File: src/rtl/char_motion.sv
// Character motion controller: turns keypad direction inputs into a per-frame
// world position with walking, jumping and gravity. All state advances only on
// frame_tick, so downstream scroll/sprite stages never see a mid-frame change.
module char_motion #(
    parameter logic [9:0] X_START   = 10'd32,
    parameter logic [9:0] X_MAX     = 10'd992,
    parameter logic [9:0] GROUND_Y  = 10'd416,
    parameter logic [9:0] WALK_STEP = 10'd2,
    parameter logic [5:0] JUMP_V    = 6'd12,
    parameter logic [5:0] GRAV      = 6'd1,
    parameter logic [5:0] MAX_FALL  = 6'd8
) (
    input  logic       clk_25mhz,
    input  logic       RST_N,
    input  logic       frame_tick,
    input  logic [3:0] mov,
    output logic [9:0] char_X,
    output logic [9:0] char_Y,
    output logic       block,
    output logic [1:0] state,
    output logic       facing
);

    localparam int unsigned XW = 11;
    localparam int unsigned VW = 7;

    typedef enum logic [1:0] {
        S_IDLE = 2'd0,
        S_WALK = 2'd1,
        S_JUMP = 2'd2,
        S_FALL = 2'd3
    } state_t;

    state_t      state_q;
    state_t      state_d;
    logic [3:0]  mov_m;
    logic [3:0]  mov_s;
    logic        up_prev;
    logic [5:0]  vy_q;
    logic [5:0]  vy_d;
    logic [9:0]  x_d;
    logic [9:0]  y_d;
    logic        block_d;
    logic        facing_d;

    logic        up_c;
    logic        down_c;
    logic        left_c;
    logic        right_c;
    logic        hreq_c;
    logic        jump_req_c;
    logic [XW-1:0] x_sum_c;
    logic [XW-1:0] y_sum_c;
    logic [VW-1:0] vy_inc_c;

    assign state      = state_q;
    assign up_c       = mov_s[3];
    assign down_c     = mov_s[2];
    assign left_c     = mov_s[1];
    assign right_c    = mov_s[0];
    assign hreq_c     = left_c ^ right_c;
    assign jump_req_c = up_c & ~up_prev;

    // Two-flop synchronizer for the asynchronous keypad lines
    always_ff @(posedge clk_25mhz or negedge RST_N) begin
        if (!RST_N) begin
            mov_m <= '0;
            mov_s <= '0;
        end else begin
            mov_m <= mov;
            mov_s <= mov_m;
        end
    end

    // Motion state register, advanced once per frame
    always_ff @(posedge clk_25mhz or negedge RST_N) begin
        if (!RST_N) begin
            state_q <= S_IDLE;
        end else if (frame_tick) begin
            state_q <= state_d;
        end
    end

    // Position, velocity and flag registers, committed together on the tick
    always_ff @(posedge clk_25mhz or negedge RST_N) begin
        if (!RST_N) begin
            char_X  <= X_START;
            char_Y  <= GROUND_Y;
            vy_q    <= '0;
            block   <= 1'b0;
            facing  <= 1'b1;
            up_prev <= 1'b0;
        end else if (frame_tick) begin
            char_X  <= x_d;
            char_Y  <= y_d;
            vy_q    <= vy_d;
            block   <= block_d;
            facing  <= facing_d;
            up_prev <= up_c;
        end
    end

    // Horizontal step with 11-bit arithmetic so underflow is seen before the clamp
    always_comb begin
        x_d      = char_X;
        block_d  = 1'b0;
        facing_d = facing;
        x_sum_c  = XW'(char_X);
        if (hreq_c) begin
            facing_d = right_c;
            x_sum_c  = right_c ? XW'(char_X) + XW'(WALK_STEP)
                               : XW'(char_X) - XW'(WALK_STEP);
            if (x_sum_c[XW-1]) begin
                x_d     = '0;
                block_d = 1'b1;
            end else if (x_sum_c > XW'(X_MAX)) begin
                x_d     = X_MAX;
                block_d = 1'b1;
            end else begin
                x_d = x_sum_c[9:0];
            end
        end
    end

    // Next-state and vertical motion; velocity direction is implied by state
    always_comb begin
        state_d  = state_q;
        y_d      = char_Y;
        vy_d     = vy_q;
        y_sum_c  = XW'(char_Y) + XW'(vy_q);
        vy_inc_c = VW'(vy_q) + VW'(GRAV);
        case (state_q)
            S_IDLE, S_WALK: begin
                if (jump_req_c) begin
                    state_d = S_JUMP;
                    vy_d    = JUMP_V;
                end else begin
                    state_d = hreq_c ? S_WALK : S_IDLE;
                end
            end
            S_JUMP: begin
                if (down_c) begin
                    state_d = S_FALL;
                    vy_d    = '0;
                end else if (10'(vy_q) > char_Y) begin
                    state_d = S_FALL;
                    y_d     = '0;
                    vy_d    = '0;
                end else begin
                    y_d = char_Y - 10'(vy_q);
                    if (vy_q <= GRAV) begin
                        state_d = S_FALL;
                        vy_d    = '0;
                    end else begin
                        vy_d = vy_q - GRAV;
                    end
                end
            end
            S_FALL: begin
                if (y_sum_c >= XW'(GROUND_Y)) begin
                    state_d = hreq_c ? S_WALK : S_IDLE;
                    y_d     = GROUND_Y;
                    vy_d    = '0;
                end else begin
                    y_d  = y_sum_c[9:0];
                    vy_d = (vy_inc_c > VW'(MAX_FALL)) ? MAX_FALL : vy_inc_c[5:0];
                end
            end
            default: state_d = S_IDLE;
        endcase
    end

endmodule

File: config.mk
export PLATFORM = sky130hd
export DESIGN_NAME = char_motion
export DESIGN_NICKNAME = d
export VERILOG_FILES = /design/src/rtl/char_motion.sv
export SDC_FILE = /design/constraint.sdc
export NUM_CORES = 1
export LEC_CHECK = 0
export ABC_AREA = 1
export BUFFER_PORTS_ARGS = -buffer_cell sky130_fd_sc_hd__buf_2
export CAP_MARGIN = 20
export CELL_PAD_IN_SITES_DETAIL_PLACEMENT = 2
export CELL_PAD_IN_SITES_GLOBAL_PLACEMENT = 2
export CORE_MARGIN = 2
export CORE_UTILIZATION = 37
export DETAILED_ROUTE_END_ITERATION = 16
export PLACE_DENSITY = 0.95
export SYNTH_ARGS = -nofsm -noshare
export SYNTH_HDL_FRONTEND = slang
export SYNTH_SLANG_ARGS = --single-unit
File: constraint.sdc
create_clock -name clk_25mhz -period 5.2 [get_ports clk_25mhz]
set_input_delay 1.04 -clock clk_25mhz [delete_from_list [all_inputs] [get_ports clk_25mhz]]
set_output_delay 1.04 -clock clk_25mhz [all_outputs]
set_load 0.005 [all_outputs]
* Yosys cells after proc, flatten, opt, wreduce, memory -nomap -nowiden
Cells that the tools add are included.
Word-level totals: register bits after elaboration 39, latch bits 0, memory bits (writable) 0, bits in read-only memories 0, input port bits 7, output and inout port bits 24, word-level logic and storage cells 61, memories kept 0
Operators by class: $add $sub $neg 6, $mul 0, div/mod/pow operators 0, $lt $le $gt $ge 5, equal/unequal tests 7, shift-type cells 0, multiplexer cells 24, bitwise operators 3, reductions and logical operators 7
Operator list (number):
- $mux W10 | 5
- $mux W6 | 6
- $pmux W10 S2 | 1
- $pmux W6 S3 | 1
- $add A10 B2 Y11 const B | 1
- $add A10 B6 Y11 | 1
- $ge A11 B9 Y1 const B | 1
- $gt A11 B10 Y1 const B | 1
- $mux W11 | 1
- $sub A10 B2 Y11 const B | 1
- $gt A6 B10 Y1 | 1
- $mux W2 | 5
- $sub A10 B6 Y10 | 1
- $add A6 B1 Y7 const B | 1
- $gt A7 B4 Y1 const B | 1
- $le A6 B1 Y1 const B | 1
- $ne A2 B2 Y1 const B | 3
- $pmux W2 S3 | 1
- $reduce_and A3 Y1 | 2
- $sub A6 B1 Y6 const B | 1
- $eq A2 B2 Y1 const B | 2
- $mux W1 | 4
- $ne A4 B4 Y1 const B | 1
- $reduce_and A2 Y1 | 2
- 7 further kinds | 7

* Depth between registers and ports, before layout
Gate-level depths: netlist (run 1).
depth in word-level cells 6, gate-level depth with buffers 20, depth with buffers taken out 18

* Worst setup path after synthesis (run 1)
No wires, ideal clock.
path type reg2reg, start register vy_q[3], end register vy_q[0], setup time 0.116 ns, arrival 1.999 ns, required time 5.084 ns, setup slack 3.085 ns, stages on the path, launching flop included 19, path buffers 2, period minus slack after synthesis 2.115 ns, cells stage by stage dfrtp_1 -> clkbuf_1 -> inv_1 -> ha_1 -> buf_6 -> nor2_1 -> nand3_1 -> nand3_2 -> nand2_2 -> nand2_1 -> nand2_1 -> inv_1 -> nor2_8 -> nand2_4 -> inv_6 -> nand2_1 -> nand2_1 -> nand2_1 -> nand2_1
On the way: cells in the longest elaborated chain, start to end 5, elaborated cells on any way between the ends 12, those cells by class add/sub: 2; order compare: 4; mux: 6
Ends and longest elaborated chain:
- start, declared | line 39 | logic [5:0] vy_q;
- start signal, assigned | line 96 | vy_q <= vy_d;
- branches (longest 4 deep; another with $add A10 B6 Y11)
- $pmux W6 S3 * | line 132 | case (state_q)
Mark *: on every way between the ends. A chain may end at the register's enable or synchronous reset.

* Worst setup path in the final report (run 1)
start register mov_s[0], end register char_X[4]
On the way: cells in the longest elaborated chain, start to end 4, elaborated cells on any way between the ends 6, those cells by class order compare: 1; mux: 3; bitwise: 1; reduce/logical: 1
Ends and longest elaborated chain:
- start, declared | line 37 | logic [3:0] mov_s;
- start signal, assigned | line 71 | mov_s <= mov_m;
- $mux W11 | line 111 | x_sum_c = right_c ? XW'(char_X) + XW'(WALK_STEP)
- $gt A11 B10 Y1 | line 116 | end else if (x_sum_c > XW'(X_MAX)) begin
- $mux W10 | line 116
- $mux W10 | line 113 | if (x_sum_c[XW-1]) begin
- end signal, assigned | line 87 | char_X <= X_START;
- end signal, assigned | line 94 | char_X <= x_d;
- end, declared | line 17 | output logic [9:0] char_X,
Parallel ways exist; a longest one is shown, timed or not.

==> impl_metrics.tcl, run 1 <==
set metrics [dict create \
    finalPower_mw 2.262 \
    crit_end "char_X[4]" \
    layout_commonest_cell "nand2_1" \
    antenna_found_initial 0 \
    hold_viol 0 \
    worst_slew_pin_slew_ps 923.7 \
    final-seq-area_um2 957.2 \
    synth.area.top_cells "dfrtp_1 (26%), nand2_1 (17%), ha_1 (9.1%), inv_1 (6.0%), dfstp_2 (4.2%)" \
    route.detailed.drc 0 \
    clock.fmax_mhz 376.3 \
    area_delta_synth_final_pct 10.68 \
    fin_crit_ps 2657 \
    ys_warn_count 0 \
    ys_seq_area_frac 0.3038 \
    r2r-end "char_X[4]" \
    yosysTopAreaCell "dfrtp_1" \
    cts_num_sinks 38 \
    clock_latency_ps 310 \
    clockRootBuffer "clkbuf_8" \
    fin_skew_ps 9.158 \
    syn_avg_cell_area_um2 7.310 \
    drive_gt1_frac 0.1681 \
    core-area_um2 8217 \
    post_synth_xor_area_fraction 0.05242 \
    rsz0062_at_grt "no" \
    nFillCells 964 \
    vias_per_cell 5.361 \
    final_cell_mix "nand2_1 (140), inv_1 (50), dfrtp_1 (33)" \
    drt-wirelength-per-cell_um 19.67 \
    p_leak_nw 1.874 \
    numCtsBuffers 5 \
    placementRows 33 \
    io_buffer_count 29 \
    outcome "finished, final reports clean" \
    async_reset_ff_frac 1.000 \
    hold_class "reg -> reg" \
    dr.pass1.iters 4 \
    syn-cell-area_um2 3151 \
    cts_setup_buffers 0 \
    initial_utilization 0.3834 \
    grt_pass1_vias 3418 \
    r2r_cells 12 \
    ys_ff_latch 38 \
    die_w_um 96.28 \
    clock_path_buffers 2 \
    synth-edff-count 0 \
    dpl_worst_slack_ps 2545 \
    drv_cap 0 \
    synth_top_family_by_area "simple AND/OR/NAND/NOR gates" \
    gp_congestion 0.8357 \
    finalWorstSetupSlack_ps 2543 \
    die_area_um2 9269 \
    synth-main-ff-cell "dfrtp_1" \
    highest_layer "met4" \
    final_antenna_net_count 0 \
    synth_adder_area_share 0.1104 \
    slew_headroom 0.3842 \
    worstPathMaxFanout 10 \
    synth-simple-area-share 0.3455 \
    cp-end-kind "register" \
    num_antenna_cells 0 \
    syn_inst 431 \
    hold_buffers 0 \
    cts_tree "built" \
    setup_viol 0 \
    critPathKind "reg -> reg" \
    worstReg2RegStart "mov_s[0]" \
    synthMuxAreaShare 0 \
    grtUsageTotal 0.2585 \
    wl_met2_mm 5.913 \
    worst_ep_required_time_ps 5380 \
    ys_types 42 \
    met3_length_um 208 \
    drt_iter0_markers 97 \
    startpoint "mov_s[0]" \
    ir_drop_mv 0.1707 \
    clk_pin_slew_ps 90 \
    power_density_nw_per_um2 648.7 \
    finalSetupTns_ps 0 \
    cp.arrival_ps 2840 \
    min_period_over_period 0.5110 \
    die_h_um 96.28 \
    grt-ovfl-total 0 \
    m1WireLength_mm 4.577 \
    cts-htree-levels 2 \
    fin_nets 490 \
    regToRegSetupSlack_ps 2540 \
    grt_max_degree 39 \
    synth-compound-area-share 0.09134 \
    syn_nets 464 \
    place_hpwl_mm 8.468 \
    pin_count 31 \
    synth_top_area_frac 0.2621 \
    drt_wl_total_mm 11.08 \
    grt_pass1_wl_mm 17.87 \
    cts.repair.resized 0 \
    vias 3018 \
    multiInputGateArea_um2 1893 \
    final_max_slew_viol_count 0 \
    critPathLaunchType "register" \
]
## stage by stage
step	instance area (µm²)	hold WS (ps)	instances	util
2_1_floorplan	3151	331.2	431	-
6_report	3487	364.6	563	0.4244
3_3_place_gp	3349	335.2	555	0.4076
5_1_grt	3487	377.0	563	0.4244
4_1_cts	3487	368.8	563	0.4244
3_5_place_dp	3349	341.8	555	0.4076
## kinds of logic (layout without fill, tap and decap cells)
family / Yosys count / count (layout)
adder cells (fa/ha/maj): 26 / 26
AO/OA/AOI/OAI: 49 / 49
XOR/XNOR: 18 / 18
flip-flops: 38 / 38
AND/OR/NAND/NOR: 233 / 233
other: 1 / 1
buffers and inverters: 66 / 93
## critical path, stage by stage, from the launching register on
cell and delay [ps]:
dfrtp_1 450, inv_1 370, ha_1 380, a21oi_1 250
nand2_1 140, nand2_1 80, nand2_1 70, nand2_1 90
nand3_1 90, nor2_1 140, nand3b_1 200, nand2_1 180
o21ai_0 100
## routing by layer
metal	vias to the layer above	track usage
li1	1414	-
met1	1539	0.2925
met2	42	0.4878
met3	23	0.02741
met4	0	0.1060
met5	-	0
## state kept, by name, indices dropped and copies added, names as in the netlist
signal and count:
char_Y 10, mov_m 4, facing 1, state 2, block 1, mov_s 4, char_X 9, up_prev 1
vy_q 6
## cell usage after synthesis, types with 4 or more instances
cell type / instances
nor2_1: 24
inv_1: 50
o21ai_1: 4
ha_1: 23
o21ai_0: 14
nor2_2: 4
dfstp_2: 5
dfrtp_1: 33
xor2_1: 12
nand3_2: 5
xnor2_1: 5
nand2_1: 140
nand3b_1: 5
a21oi_1: 18
nor2_4: 4
nand2_2: 8
nand3_1: 24
nand4_1: 7
nor3_1: 7
buf_6: 4
## power breakdown
group          total [mW]  leakage (nW)  switching, mW  internal [mW]
Sequential          0.563         0.461          0.162          0.402
Clock               0.322        0.0683          0.129          0.193
Combinational        1.38          1.34          0.900          0.477
## how the worst min path moves through the flow
| stage | startpoint | cells past startpoint | to |
|---|---|---|---|
| 2_1_floorplan | mov_m[0] | 0 | mov_s[0] |
| 3_3_place_gp | mov_m[1] | 0 | mov_s[1] |
| 3_5_place_dp | mov_m[2] | 0 | mov_s[2] |
| 4_1_cts | mov_m[2] | 0 | mov_s[2] |
| 5_1_grt | mov_m[3] | 0 | mov_s[3] |
| 6_report | mov_m[2] | 0 | mov_s[2] |
## cell type report
| type | count | area share |
|---|---|---|
| Clock inverter | 3 | 0.01973 |
| Sequential cell | 38 | 0.2745 |
| Timing Repair Buffer | 29 | 0.04162 |
| Inverter | 56 | 0.06387 |
| Clock buffer | 5 | 0.01973 |
| Tap cell | 105 | 0.03767 |
| Multi-Input combinational cell | 327 | 0.5429 |
Note: power is estimated with default switching activity, not from simulation.
==> run 2: changes to the inputs <==
CORE_UTILIZATION = 31   (was 37)
PLACE_DENSITY = 0.86   (was 0.95)
clock period = 2.4 ns   (was 5.2 ns; I/O delays follow)
==> run 2 against run 1 <==
  * Via count grew 1.9%
  * Design area is 13% higher
  * Sequential share of layout area shrank 3.1 points
  * Register-to-register slack got worse by 2400 ps
  * Die area grew 19%
  * Clock skew rose by 2.7 ps
  * Sequential power rose by 100%
  * Global-route usage is 5.6 points lower
  * Combinational power grew to 2.6 times the previous value
  * Final cell count grew 9.4%
  * Largest cell class unchanged
==> impl_metrics.tcl, run 2 (same netlist as run 1, synthesis figures left out) <==
set metrics [dict create \
    outcome "finished, final reports clean" \
    die_h_um 104.8 \
    p_clk_frac 0.110 \
    p_sw_mw 2.713 \
    worstReg2RegStart "mov_s[0]" \
    regToRegSetupSlack_ps 120 \
    slew_headroom 0.6186 \
    finalWorstSetupSlack_ps 116.0 \
    grt-ovfl-total 0 \
    grt_pass1_wl_mm 17.61 \
    cp-end-kind "register" \
    drt-wirelength-per-cell_um 18.13 \
    finalSetupTns_ps 0 \
    p_leak_nw 1.981 \
    io_buffer_count 29 \
    cp_top_family "simple AND/OR/NAND/NOR gates" \
    dp.cells 597 \
    critPathMostFrequentCell "nand2_1" \
    grtUsageTotal 0.2029 \
    cp.arrival_ps 2510 \
    seqPwrFrac 0.216 \
    critPathKind "reg -> reg" \
    final_area_um2 3935 \
    worst_slew_pin_slew_ps 570.6 \
    ir_drop_mv 0.3925 \
    top_register "char_Y" \
    cts_tree "built" \
    final_antenna_net_count 0 \
    dr.pass1.iters 4 \
    r2r-end "block" \
    fin_nets 515 \
    min_period_over_period 0.9517 \
    p_comb_frac 0.673 \
    cp_cell_sequence "clkinvlp_4, buf_4, ha_1, nand3_2, nand2_2, nand2_2, nand2_1, nand2_1, nand3_1, nor2_1, nand3b_1, nand2_1, nand2_1, o21ai_0" \
    largest_reg_flops 10 \
    intPower_mw 2.589 \
    antenna_found_initial 0 \
    drt_iter0_markers 98 \
    numCtsBuffers 5 \
    final_util 0.4007 \
    cpPeakStageDelay_ps 410 \
    clockRootBuffer "clkbuf_8" \
    slowest_stage "dfrtp_2" \
    die_w_um 104.8 \
    setup_viol 0 \
    dpl_worst_slack_ps -289.0 \
    hold_class "in -> async" \
    die_area_um2 10990 \
    drive_gt1_frac 0.2940 \
    r2r_cells 14 \
    route.detailed.drc 0 \
    area_delta_synth_final_pct 24.90 \
    gp_congestion 0.8460 \
    layout.cells.non_filler 616 \
    place_hpwl_mm 8.335 \
    vias 3074 \
    postPlaceCellArea_um2 3490 \
    num_antenna_cells 0 \
    grt_pass1_vias 3507 \
    clk_pin_slew_ps 90 \
    grt_max_degree 20 \
    power_density_nw_per_um2 1347 \
    clock.fmax_mhz 437.8 \
    cts-htree-levels 2 \
    final_cell_mix "nand2_1 (131), inv_1 (46), dfrtp_1 (31)" \
    core-area_um2 9819 \
    clock_latency_ps 310 \
    critPathBufInv 2 \
    hold_viol 0 \
    finalPower_mw 5.301 \
    switching_share 0.5117 \
    clock_path_buffers 2 \
    placementRows 36 \
    final_max_slew_viol_count 0 \
    layout_commonest_cell "nand2_1" \
    pin_count 31 \
    hold_buffers 0 \
    worstPathMaxFanout 4 \
    critPathLaunchType "register" \
    fin_crit_ps 2284 \
    drt_wl_total_mm 11.17 \
    vias_per_cell 4.990 \
    fin_skew_ps 11.88 \
    worst_ep_required_time_ps 2620 \
    initial_utilization 0.3208 \
    holdWs_ps 114.0 \
    drv_cap 0 \
    cts_num_sinks 38 \
    largestRegisters "char_Y (10), char_X (9), vy_q (6)" \
]
==> run 2: area by class of cell <==
cell class / count / area (µm²)
clock buffers: 5 / 68.82
clock inverters: 3 / 45.04
fillers: 1174 / 5884
inverters: 56 / 229.0
multi-input cells: 327 / 2117
flip-flops and latches: 38 / 959.7
well taps: 133 / 166.4
repair buffers: 54 / 349.1
==> run 2: power by group through the flow <==
stage	combinational [mW]	clock, mW	sequential (mW)
after global placement	2.92	0	1.12
after detailed placement	3.11	0	1.13
after global routing	3.99	0.622	1.18
final	3.57	0.585	1.15
after floorplan	2.19	0	1.09
after CTS	3.18	0.600	1.12
==> run 2: routing by layer <==
metal	GRT usage	up-vias	wire, µm
met2	0.4054	36	6483
met4	0.05619	0	233
met1	0.2213	1556	4276
met5	0	-	0
li1	-	1464	-
met3	0.02371	18	176
==> run 2: how the worst max path moves through the flow <==
stage	depth (start not counted)	to	slack, ps	start
after global placement	12	char_X[2]	-80	mov_s[0]
after CTS	11	char_X[2]	-20	mov_s[0]
after detailed placement	12	char_X[2]	-290	mov_s[0]
final	14	block	120	mov_s[0]
after global routing	13	block	-60	mov_s[0]
after floorplan	18	vy_q[0]	280	vy_q[3]
==> run 2: repair_timing <==
item                                    CTS  global route
setup buffers                             2             9
pin swaps                                 1            14
endpoints found under the hold margin     0             0
endpoints found under the setup margin   18            27
gates resized for setup                  10            48
